`src/rtl/lifo_pkg.sv`:
```
// Shared constants and types for the LIFO data stage and its storage.
// Latency: none (definitions only).
// Backpressure: none (definitions only).
package lifo_pkg;

   localparam int DWIDTH_DEF = 8;
   localparam int AWIDTH_DEF = 4;

   // Drop counter width and the value it sticks at once saturated.
   localparam int              CNT_W   = 8;
   localparam logic [CNT_W-1:0] CNT_MAX = 8'd255;

   // Per-cycle error events; the two are mutually exclusive because an
   // overflow needs wrreq and an underflow needs ~wrreq.
   typedef struct packed {
      logic ovf;
      logic udf;
   } err_ev_t;

   // Saturating increment for the drop counter.
   function automatic logic [CNT_W-1:0] sat_inc(input logic [CNT_W-1:0] v);
      return (v == CNT_MAX) ? v : v + 1'b1;
   endfunction

endpackage

```
`src/rtl/lifo_ram.sv`:
```
// Simple dual-port storage: one synchronous write port, one registered read port.
// Latency: read data appears 1 cycle after re; write visible to reads on the next edge.
// Backpressure: none; the caller guarantees no same-cycle write/read of one word.
module lifo_ram
   import lifo_pkg::*;
#(
   parameter int DWIDTH = DWIDTH_DEF,
   parameter int AWIDTH = AWIDTH_DEF
) (
   input  logic              clk,
   input  logic              we,
   input  logic [AWIDTH-1:0] waddr,
   input  logic [DWIDTH-1:0] wdata,
   input  logic              re,
   input  logic [AWIDTH-1:0] raddr,
   output logic [DWIDTH-1:0] rdata
);

   localparam int DEPTH = 1 << AWIDTH;

   logic [DWIDTH-1:0] mem [DEPTH];

   // Write port: storage is deliberately left without reset.
   always_ff @(posedge clk) begin
      if (we) mem[waddr] <= wdata;
   end

   // Registered read port: holds its value when no read is accepted.
   always_ff @(posedge clk) begin
      if (re) rdata <= mem[raddr];
   end

endmodule

```
`src/rtl/lifo_data_stage.sv`:
```
// LIFO data path: qualifies pops, drives storage, tracks overflow/underflow and drops.
// Latency: 1 cycle from accepted pop to q_o/q_valid_o.
// Backpressure: none; full/empty come from the pointer stage and excess requests are dropped and counted.
module lifo_data_stage
   import lifo_pkg::*;
#(
   parameter int DWIDTH = DWIDTH_DEF,
   parameter int AWIDTH = AWIDTH_DEF
) (
   input  logic              clk_i,
   input  logic              arst_i,
   input  logic              wrreq_i,
   input  logic              rdreq_i,
   input  logic              wren_i,
   input  logic [AWIDTH-1:0] wrpntr_i,
   input  logic [AWIDTH-1:0] rdpntr_i,
   input  logic              empty_i,
   input  logic              full_i,
   input  logic [DWIDTH-1:0] data_i,
   input  logic              clr_err_i,
   output logic [DWIDTH-1:0] q_o,
   output logic              q_valid_o,
   output logic              ovf_o,
   output logic              udf_o,
   output logic [CNT_W-1:0]  drop_cnt_o
);

   logic              rden;
   err_ev_t           ev;
   logic [DWIDTH-1:0] ram_q;
   logic              q_loaded;

   // Pop qualification (write wins, as in the pointer stage) and error events.
   always_comb begin
      rden   = rdreq_i & ~wrreq_i & ~empty_i;
      ev.ovf = wrreq_i & full_i;
      ev.udf = rdreq_i & ~wrreq_i & empty_i;
   end

   lifo_ram #(
      .DWIDTH (DWIDTH),
      .AWIDTH (AWIDTH)
   ) u_ram (
      .clk   (clk_i),
      .we    (wren_i),
      .waddr (wrpntr_i),
      .wdata (data_i),
      .re    (rden),
      .raddr (rdpntr_i),
      .rdata (ram_q)
   );

   // Valid strobe plus a marker that the RAM read register holds popped data;
   // the RAM register has no reset, so q_o is forced to zero until the first pop.
   always_ff @(posedge clk_i or posedge arst_i) begin
      if (arst_i) begin
         q_valid_o <= 1'b0;
         q_loaded  <= 1'b0;
      end else begin
         q_valid_o <= rden;
         q_loaded  <= q_loaded | rden;
      end
   end

   assign q_o = q_loaded ? ram_q : '0;

   // Sticky flags and saturating drop counter; a same-cycle event beats clear.
   always_ff @(posedge clk_i or posedge arst_i) begin
      if (arst_i) begin
         ovf_o      <= 1'b0;
         udf_o      <= 1'b0;
         drop_cnt_o <= '0;
      end else begin
         ovf_o <= ev.ovf | (ovf_o & ~clr_err_i);
         udf_o <= ev.udf | (udf_o & ~clr_err_i);
         if (clr_err_i)
            drop_cnt_o <= (ev.ovf | ev.udf) ? CNT_W'(1) : '0;
         else if (ev.ovf | ev.udf)
            drop_cnt_o <= sat_inc(drop_cnt_o);
      end
   end

endmodule

```
`config.mk`:
```
export PLATFORM = sky130hd
export DESIGN_NAME = lifo_data_stage
export DESIGN_NICKNAME = d
export VERILOG_FILES = /design/src/rtl/lifo_pkg.sv /design/src/rtl/lifo_ram.sv /design/src/rtl/lifo_data_stage.sv
export SDC_FILE = /design/constraint.sdc
export NUM_CORES = 1
export LEC_CHECK = 0
export CAP_MARGIN = 10
export CORE_AREA = 2 2 105 107
export CTS_CLUSTER_DIAMETER = 120
export DETAILED_ROUTE_END_ITERATION = 6
export DIE_AREA = 0 0 107 109
export PLACE_DENSITY = 0.82
export SETUP_SLACK_MARGIN = 0.1
export SLEW_MARGIN = 40
export SYNTH_ARGS = -nofsm -noshare
export SYNTH_HDL_FRONTEND = slang
export SYNTH_SLANG_ARGS = --single-unit
```
`constraint.sdc`:
```
create_clock -name clk_i -period 4.3 [get_ports clk_i]
set_input_delay 0.43 -clock clk_i [delete_from_list [all_inputs] [get_ports clk_i]]
set_output_delay 0.43 -clock clk_i [all_outputs]
set_load 0.02 [all_outputs]
```
## Word-level counts from Yosys, hierarchy flattened

Memory sizes are Yosys's and may differ from the RTL's. A register that Yosys moved wholly into a read port is not among the register bits.
Cells that the tools add are included.

| word-level totals | value |
|---|---|
| input port bits | 24 |
| output and inout bits | 19 |
| bits in writable memories | 128 |
| memories kept | 1 |
| register bits after elaboration | 12 |
| logic and storage cells | 31 |

| cells by class | value |
|---|---|
| $add $sub $neg | 1 |
| bitwise logic cells | 13 |
| mux-type cells | 7 |
| reduce and logical (&&, ||, !) cells | 2 |
| equal/unequal tests | 2 |

Memory list:

| memory | depth | bits a word | rd ports | clocked after Yosys merged registers in | wr ports | line | RTL |
|---|---|---|---|---|---|---|---|
| u_ram.mem | 16 | 8 | 1 | 1 | 1 | lifo_ram.sv:21 | `logic [DWIDTH-1:0] mem [DEPTH];` |

Operators by type and width:

| kind | count |
|---|---|
| 8-bit two-way mux | 4 |
| 8-bit by 1-bit adder with 8-bit output, second input constant | 1 |
| 8-bit == test, second input constant | 1 |
| 1-bit AND | 6 |
| 1-bit bitwise OR | 4 |
| 1-bit two-way mux | 3 |
| 1-bit inverter | 3 |
| 2-bit != test, second input constant | 1 |
| 2-bit AND reduction | 1 |
| 2-bit nonzero test | 1 |

## Longest topological paths before layout

Gate-level depths: netlist of run 1.

| depth | value |
|---|---|
| depth in word-level cells | 6 |
| mapped depth | 5 |
| mapped depth without buffers | 5 |

## By module

From an unflattened synthesis of run 1, not the netlist that was laid out.

| unflattened totals | value |
|---|---|
| cells, all modules | 297 |
| area total of the unflattened synthesis | 5883.1 um2 |

By module, submodules not included:

| module | instances | sequential area each (um2) | area an instance (um2) | cells each |
|---|---|---|---|---|
| lifo_ram | 1 | 4083.9 | 5227.5 | 229 |
| lifo_data_stage | 1 | 300.3 | 655.6 | 68 |

## Worst setup path before layout of run 1

Ideal clock, no wire load.

| timing path | value |
|---|---|
| path kind | input-to-reg |
| from | input port wrpntr_i[2] |
| to | memory u_ram.mem[0][0] (netlist name) (enable) |
| path buffers | 0 |
| slack | 2.377 ns |
| data required time | 3.917 ns |
| library setup time | 0.383 ns |
| cell stages on the path | 2 |
| data arrival time | 1.540 ns |
| path through | or3b_2 nor3_1 |

RTL lines:

| item | line | RTL |
|---|---|---|
| start: declaration | lifo_data_stage.sv:15 | `input logic [AWIDTH-1:0] wrpntr_i,` |
| end: declaration | lifo_ram.sv:21 |  |

Straight into the memory's write port.

## Worst setup path in the final report of run 1

| timing path | value |
|---|---|
| from | register q_loaded |
| to | output port q_o[0] |

| between the ends | value |
|---|---|
| word-level cells in the longest chain between the ends | 1 |

Ends and longest elaborated chain:

| item | line | RTL |
|---|---|---|
| start: declaration | lifo_data_stage.sv:31 | `logic q_loaded;` |
| start signal: assignment | lifo_data_stage.sv:61 | `q_loaded <= q_loaded \| rden;` |
| 8-bit two-way mux | lifo_data_stage.sv:65 | `assign q_o = q_loaded ? ram_q : '0;` |
| end: declaration | lifo_data_stage.sv:21 | `output logic [DWIDTH-1:0] q_o,` |

No other way between the ends.

==> results.txt, run 1 <==
status = finished, final reports clean
Vias = 3003
Mapped Cells = 296
Synth warnings = 0
post-route core utilization = 65.77%
worst min path class = primary input to asynchronous set/reset pin
post-synthesis cell area = 5871 sq um
cts hold-fix bufs = 0
top cells by count, synth = edfxtp_1 (136), nor2_1 (19), mux4_2 (18), a22oi_1 (16), mux4_1 (14)
Final Hold Viols = 0
final setup margin = 2.191 ns
ANT nets after route = 0
Pre-Repair DR Iteration Count = 5
Post-Syn Nets = 321
Syn-to-layout area delta = 18.78%
# resized after CTS = 0
first-pass GRT wire length = 17.02 mm
# diodes = 0
largest net degree at the start of global routing = 33
Layout Nets = 374
Final Cell Area = 6973 sq um
Num CTS Buffers = 17
Final Skew = 0.009758 ns
Starting Density = 55.37%
Placement Cell Area = 6401 sq um
Synth top area share = 69.57%
Site Rows = 38
share of flip-flops with an asynchronous set or reset = 8.108%
final max-slew violation count = 0
Setup Buffers After CTS = 0
number of fillers in the final layout = 683
Via density = 5.982
DRC viols = 0
DP HPWL = 7.023 mm
most common cell in the netlist = edfxtp_1
placer congestion estimate = 0.7491
Final setup viols = 0
buffers added on ports = 42
Die Area = 11660 sq um
area leader, netlist = edfxtp_1
Starting DRT DRC Count = 273
number of global-route vias before repair = 2945
worst-path fanout max = 9
# IOs = 43
critical path class = flop to output port
CP Launch Type = flop
Peak VDD IR = 0.0002431 V
Clock H-tree levels = 4
data arrival time of the worst path = 1.68 ns
final wirelength = 11.27 mm
clock sink count = 148
layout cells sized above 1 = 16.02%
GR Overflow Total = 0
CTS root buf = clkbuf_8
unrepaired setup endpoints after global routing = no
final worst path period need = 2.109 ns
#FFs+latches synth = 148
CP required = 3.87 ns
Clock Latency Late Sink = 0.51 ns
Die Wd = 107 microns
gr usage total = 20.75%
Pwr Density = 458.6 nW/um^2
area occupied by multi-input gates = 1399 sq um
post-synth cell types = 35
Post-synth EDFFs = 136
pre-CTS setup slack = 1.785 ns
WL/cell = 22.46 microns
Die Height = 109 microns
Tcrit/Tclk final = 49.05%
top_reg_cell synth = edfxtp_1
Register Area = 4384 sq um
Worst slew margin = 46.69%
CTS tree = yes
number of antenna violations at the first check in global routing = 1
Static Leakage = 2.312 nW
setup TNS = 0 ns
Worst-Margin Slew = 0.7967 ns
syn_area_per_cell = 19.83 sq um
maximum buffer depth of the clock tree = 2
top post-synthesis cells by area = edfxtp_1 (70%), mux4_2 (6.9%), mux4_1 (6.3%)
highest clock rate = 0.4741 GHz
sequential area share after synthesis = 74.68%
Reg clk slew, reported paths = 0.06 ns
Max Cap Viol = 0
Core ar. = 10600 sq um
crit end category = output port
-- area by class of cell --
type	instances	area share, %
flip-flops and latches	148	62.87
clock inverters	11	1.938
inverters	4	0.2153
well taps	140	2.512
repair buffers	45	6.244
clock buffers	21	6.155
multi-input cells	133	20.06
-- stage by stage --
stage | cells | power, mW | hold WS (ns)
floorplan | 296 | 1.741 | 0.2947
finish | 502 | 3.198 | 0.2316
detailed placement | 470 | 1.822 | 0.5381
global route | 502 | 3.295 | 0.2693
CTS | 502 | 3.217 | 0.2264
global placement | 470 | 1.814 | 0.5136
-- flip-flops by register name, summed over array words and instances (netlist names) --
register,count
u_ram.rdata,8
ovf_o,1
drop_cnt_o,8
q_loaded,1
q_valid_o,1
udf_o,1
u_ram.mem,128
-- report_power, final --
part | switching (mW) | internal (mW) | total [mW]
logic | 0.0978 | 0.0763 | 0.174
clock network | 0.529 | 0.876 | 1.41
registers | 0.0115 | 1.61 | 1.62
total | 0.639 | 2.56 | 3.20
-- final timing paths --
check,start,end,slack (ns),cells after the start
max in group asynchronous,arst_i,drop_cnt_o[1]$_DFFE_PP0P_,3.75,2
worst min register to register,ovf_o$_DFF_PP0_,ovf_o$_DFF_PP0_,0.54,2
worst max-delay path,q_loaded$_DFF_PP0_,q_o[0],2.19,2
worst min-delay path,arst_i,drop_cnt_o[0]$_DFFE_PP0P_,0.23,2
worst max register to register,drop_cnt_o[0]$_DFFE_PP0P_,drop_cnt_o[5]$_DFFE_PP0P_,2.50,5
min in group clk_i,ovf_o$_DFF_PP0_,ovf_o$_DFF_PP0_,0.54,2
-- cell families after synthesis --
logic type                 share of synthesized area, %
DFF                                               74.68
and+or+nand+nor                                   6.032
muxes                                             13.51
AOI/OAI and AO/OA                                 3.325
buffers and inverters                             1.790
xor gates and xnor gates                         0.4477
adders and majority gates                        0.2131
-- critical path: stages, from the launching register on --
cell             delay (ns)
dfrtp_1                0.42
and2_1                 0.15
clkdlybuf4s50_1        0.60
-- cell usage in the layout (no fill, tap or decap), drive strengths merged, types with 2 or more instances in the layout --
cell,Yosys,layout
clkbuf,1,21
xnor2,3,3
mux4,32,32
nand2b,3,3
and2,9,9
nand3,5,5
nand2,13,13
buf,7,5
o21ai,5,5
nand4,2,2
or3,2,2
edfxtp,136,136
clkinvlp,0,3
nand3b,3,3
a21oi,3,3
nor3,4,4
clkinv,0,5
a2111oi,3,3
mux2i,2,2
inv,4,4
a22oi,16,16
dfrtp,12,12
clkdlybuf4s50,0,40
bufinv,0,3
nor2,19,19
-- layer usage --
metal / wire [microns] / GRT usage, % / vias up
met2: 5605 / 32.03 / 142
met4: 106 / 6.401 / 2
li1: - / - / 1323
met1: 4601 / 28.36 / 1524
met3: 950 / 7.173 / 12
met5: 11 / 0 / -
Power figures use the tool's default switching activity.
==> run 2: changes to the inputs <==
- CORE_AREA: 2 2 105 107 -> 2 2 110 112
- DIE_AREA: 0 0 107 109 -> 0 0 112 114
- PLACE_DENSITY: 0.82 -> 0.78
- clock period: 4.3 -> 1.9 ns (I/O delays scaled with it)
==> results.txt, run 2 (same netlist as run 1, synthesis figures left out) <==
status = finished, final reports clean
Max Cap Viol = 0
Reg clk slew, reported paths = 0.06 ns
met1 Use GR = 25.96%
Int Power = 6.025 mW
# IOs = 43
Vias = 3135
Pre-Repair DR Iteration Count = 5
number of fillers in the final layout = 807
Top Registers = u_ram.mem x128, drop_cnt_o x8, u_ram.rdata x8
buffers added on ports = 42
Clock Latency Late Sink = 0.41 ns
clock network power share = 45.7%
first-pass GRT wire length = 18.08 mm
# diodes = 0
Num CTS Buffers = 17
final worst path period need = 1.699 ns
Peak VDD IR = 0.0006784 V
CP startpoint = drop_cnt_o[0]$_DFFE_PP0P_
combinational power share = 5.7%
layout cells sized above 1 = 19.69%
final wirelength = 11.88 mm
DP HPWL = 7.185 mm
# resized after CTS = 8
final max-slew violation count = 0
CTS root buf = clkbuf_16
Setup Buffers After CTS = 0
Via density = 5.938
gr usage total = 19.73%
WHS = 0.08641 ns
Pwr Density = 1047 nW/um^2
number of global-route vias before repair = 3090
FF-to-FF End = drop_cnt_o[7]$_DFFE_PP0P_
switching power = 1.508 mW
Placement Cell Area = 6583 sq um
data arrival time of the worst path = 1.51 ns
max reg flops = 128
Syn-to-layout area delta = 22.51%
Worst slew margin = 55.30%
CTS tree = yes
Final Cell Area = 7192 sq um
cts hold-fix bufs = 0
ANT nets after route = 0
R2R setup slack = 0.24 ns
WL/cell = 22.49 microns
M3 GR Usage = 5.792%
Starting DRT DRC Count = 336
sequential share of power = 48.6%
Starting Density = 50.13%
reg2reg path depth = 5
number of antenna violations at the first check in global routing = 0
commonest non-fill, non-tap cells in the layout = edfxtp_1 (136), clkdlybuf4s50_1 (33), nor2_1 (19), buf_4 (19), mux4_2 (18)
Die Area = 12770 sq um
M2 GR Usage = 31.35%
highest clock rate = 0.5884 GHz
clock sink count = 148
critical path class = flop to output port
most common cell after layout, fill and taps aside = edfxtp_1
worst min path class = primary input to asynchronous set/reset pin
worst setup path end = drop_cnt_o[0]
worst-path fanout max = 6
Die Wd = 112 microns
Static Leakage = 2.461 nW
worst reg2reg path startpoint = drop_cnt_o[0]$_DFFE_PP0P_
Final setup viols = 0
switch share = 20.02%
CP Launch Type = flop
Site Rows = 40
crit end category = output port
GR Overflow Total = 0
busiest layer in global routing = met2
placer congestion estimate = 0.7305
Clock H-tree levels = 4
largest net degree at the start of global routing = 33
DRC viols = 0
Layout Nets = 393
maximum buffer depth of the clock tree = 2
CP required = 1.71 ns
unrepaired setup endpoints after global routing = no
Core ar. = 11710 sq um
Final Skew = 0.008932 ns
Biggest register = u_ram.mem
Worst-Margin Slew = 0.6685 ns
Die Height = 114 microns
Final Hold Viols = 0
Tcrit/Tclk final = 89.44%
run 2: worst min-delay path by stage:
stage	end	slack (ns)	cells past startpoint
floorplan	drop_cnt_o[0]$_DFFE_PP0P_	0.05	1
global placement	ovf_o$_DFF_PP0_	0.51	2
detailed placement	ovf_o$_DFF_PP0_	0.53	2
CTS	drop_cnt_o[5]$_DFFE_PP0P_	0.1	2
global route	drop_cnt_o[7]$_DFFE_PP0P_	0.14	2
finish	udf_o$_DFF_PP0_	0.09	2
run 2: critical path, stage by stage, from the launching register on:
cell and delay (ns):
dfrtp_1 0.35, buf_4 0.14, clkdlybuf4s50_1 0.60
run 2: power groups by stage:
stage / logic (mW) / registers (mW) / clock network (mW)
finish: 0.430 / 3.66 / 3.45
global placement: 0.418 / 3.72 / 0
detailed placement: 0.428 / 3.72 / 0
global route: 0.462 / 3.66 / 3.60
floorplan: 0.210 / 3.73 / 0
CTS: 0.434 / 3.66 / 3.49
run 2: layout make-up:
cell class,instances,area (sq um),area share (%)
Clock inverter,13,182.7,2.540
Inverter,4,15.01,0.2088
Multi-Input combinational cell,133,1385,19.26
Tap cell,147,183.9,2.557
Timing Repair Buffer,64,608.1,8.455
Sequential cell,148,4384,60.96
Clock buffer,19,432.9,6.019
run 2: routing by layer:
metal,share of wire [%],up-vias
li1,-,1364
met1,42,1599
met2,49,158
met3,6.6,14
met4,2.4,0
met5,0,-
run 2: stage by stage:
step / util, % / TNS [ns] / cells / setup slack [ns] / total power, mW
floorplan: - / 0 / 296 / 0.1703 / 3.941
global placement: 56.21 / -0.6108 / 496 / -0.06854 / 4.134
detailed placement: 56.21 / -0.8826 / 496 / -0.09709 / 4.151
CTS: 61.38 / 0 / 528 / 0.1838 / 7.581
global route: 61.41 / 0 / 528 / 0.1021 / 7.723
finish: 61.41 / 0 / 528 / 0.2006 / 7.533
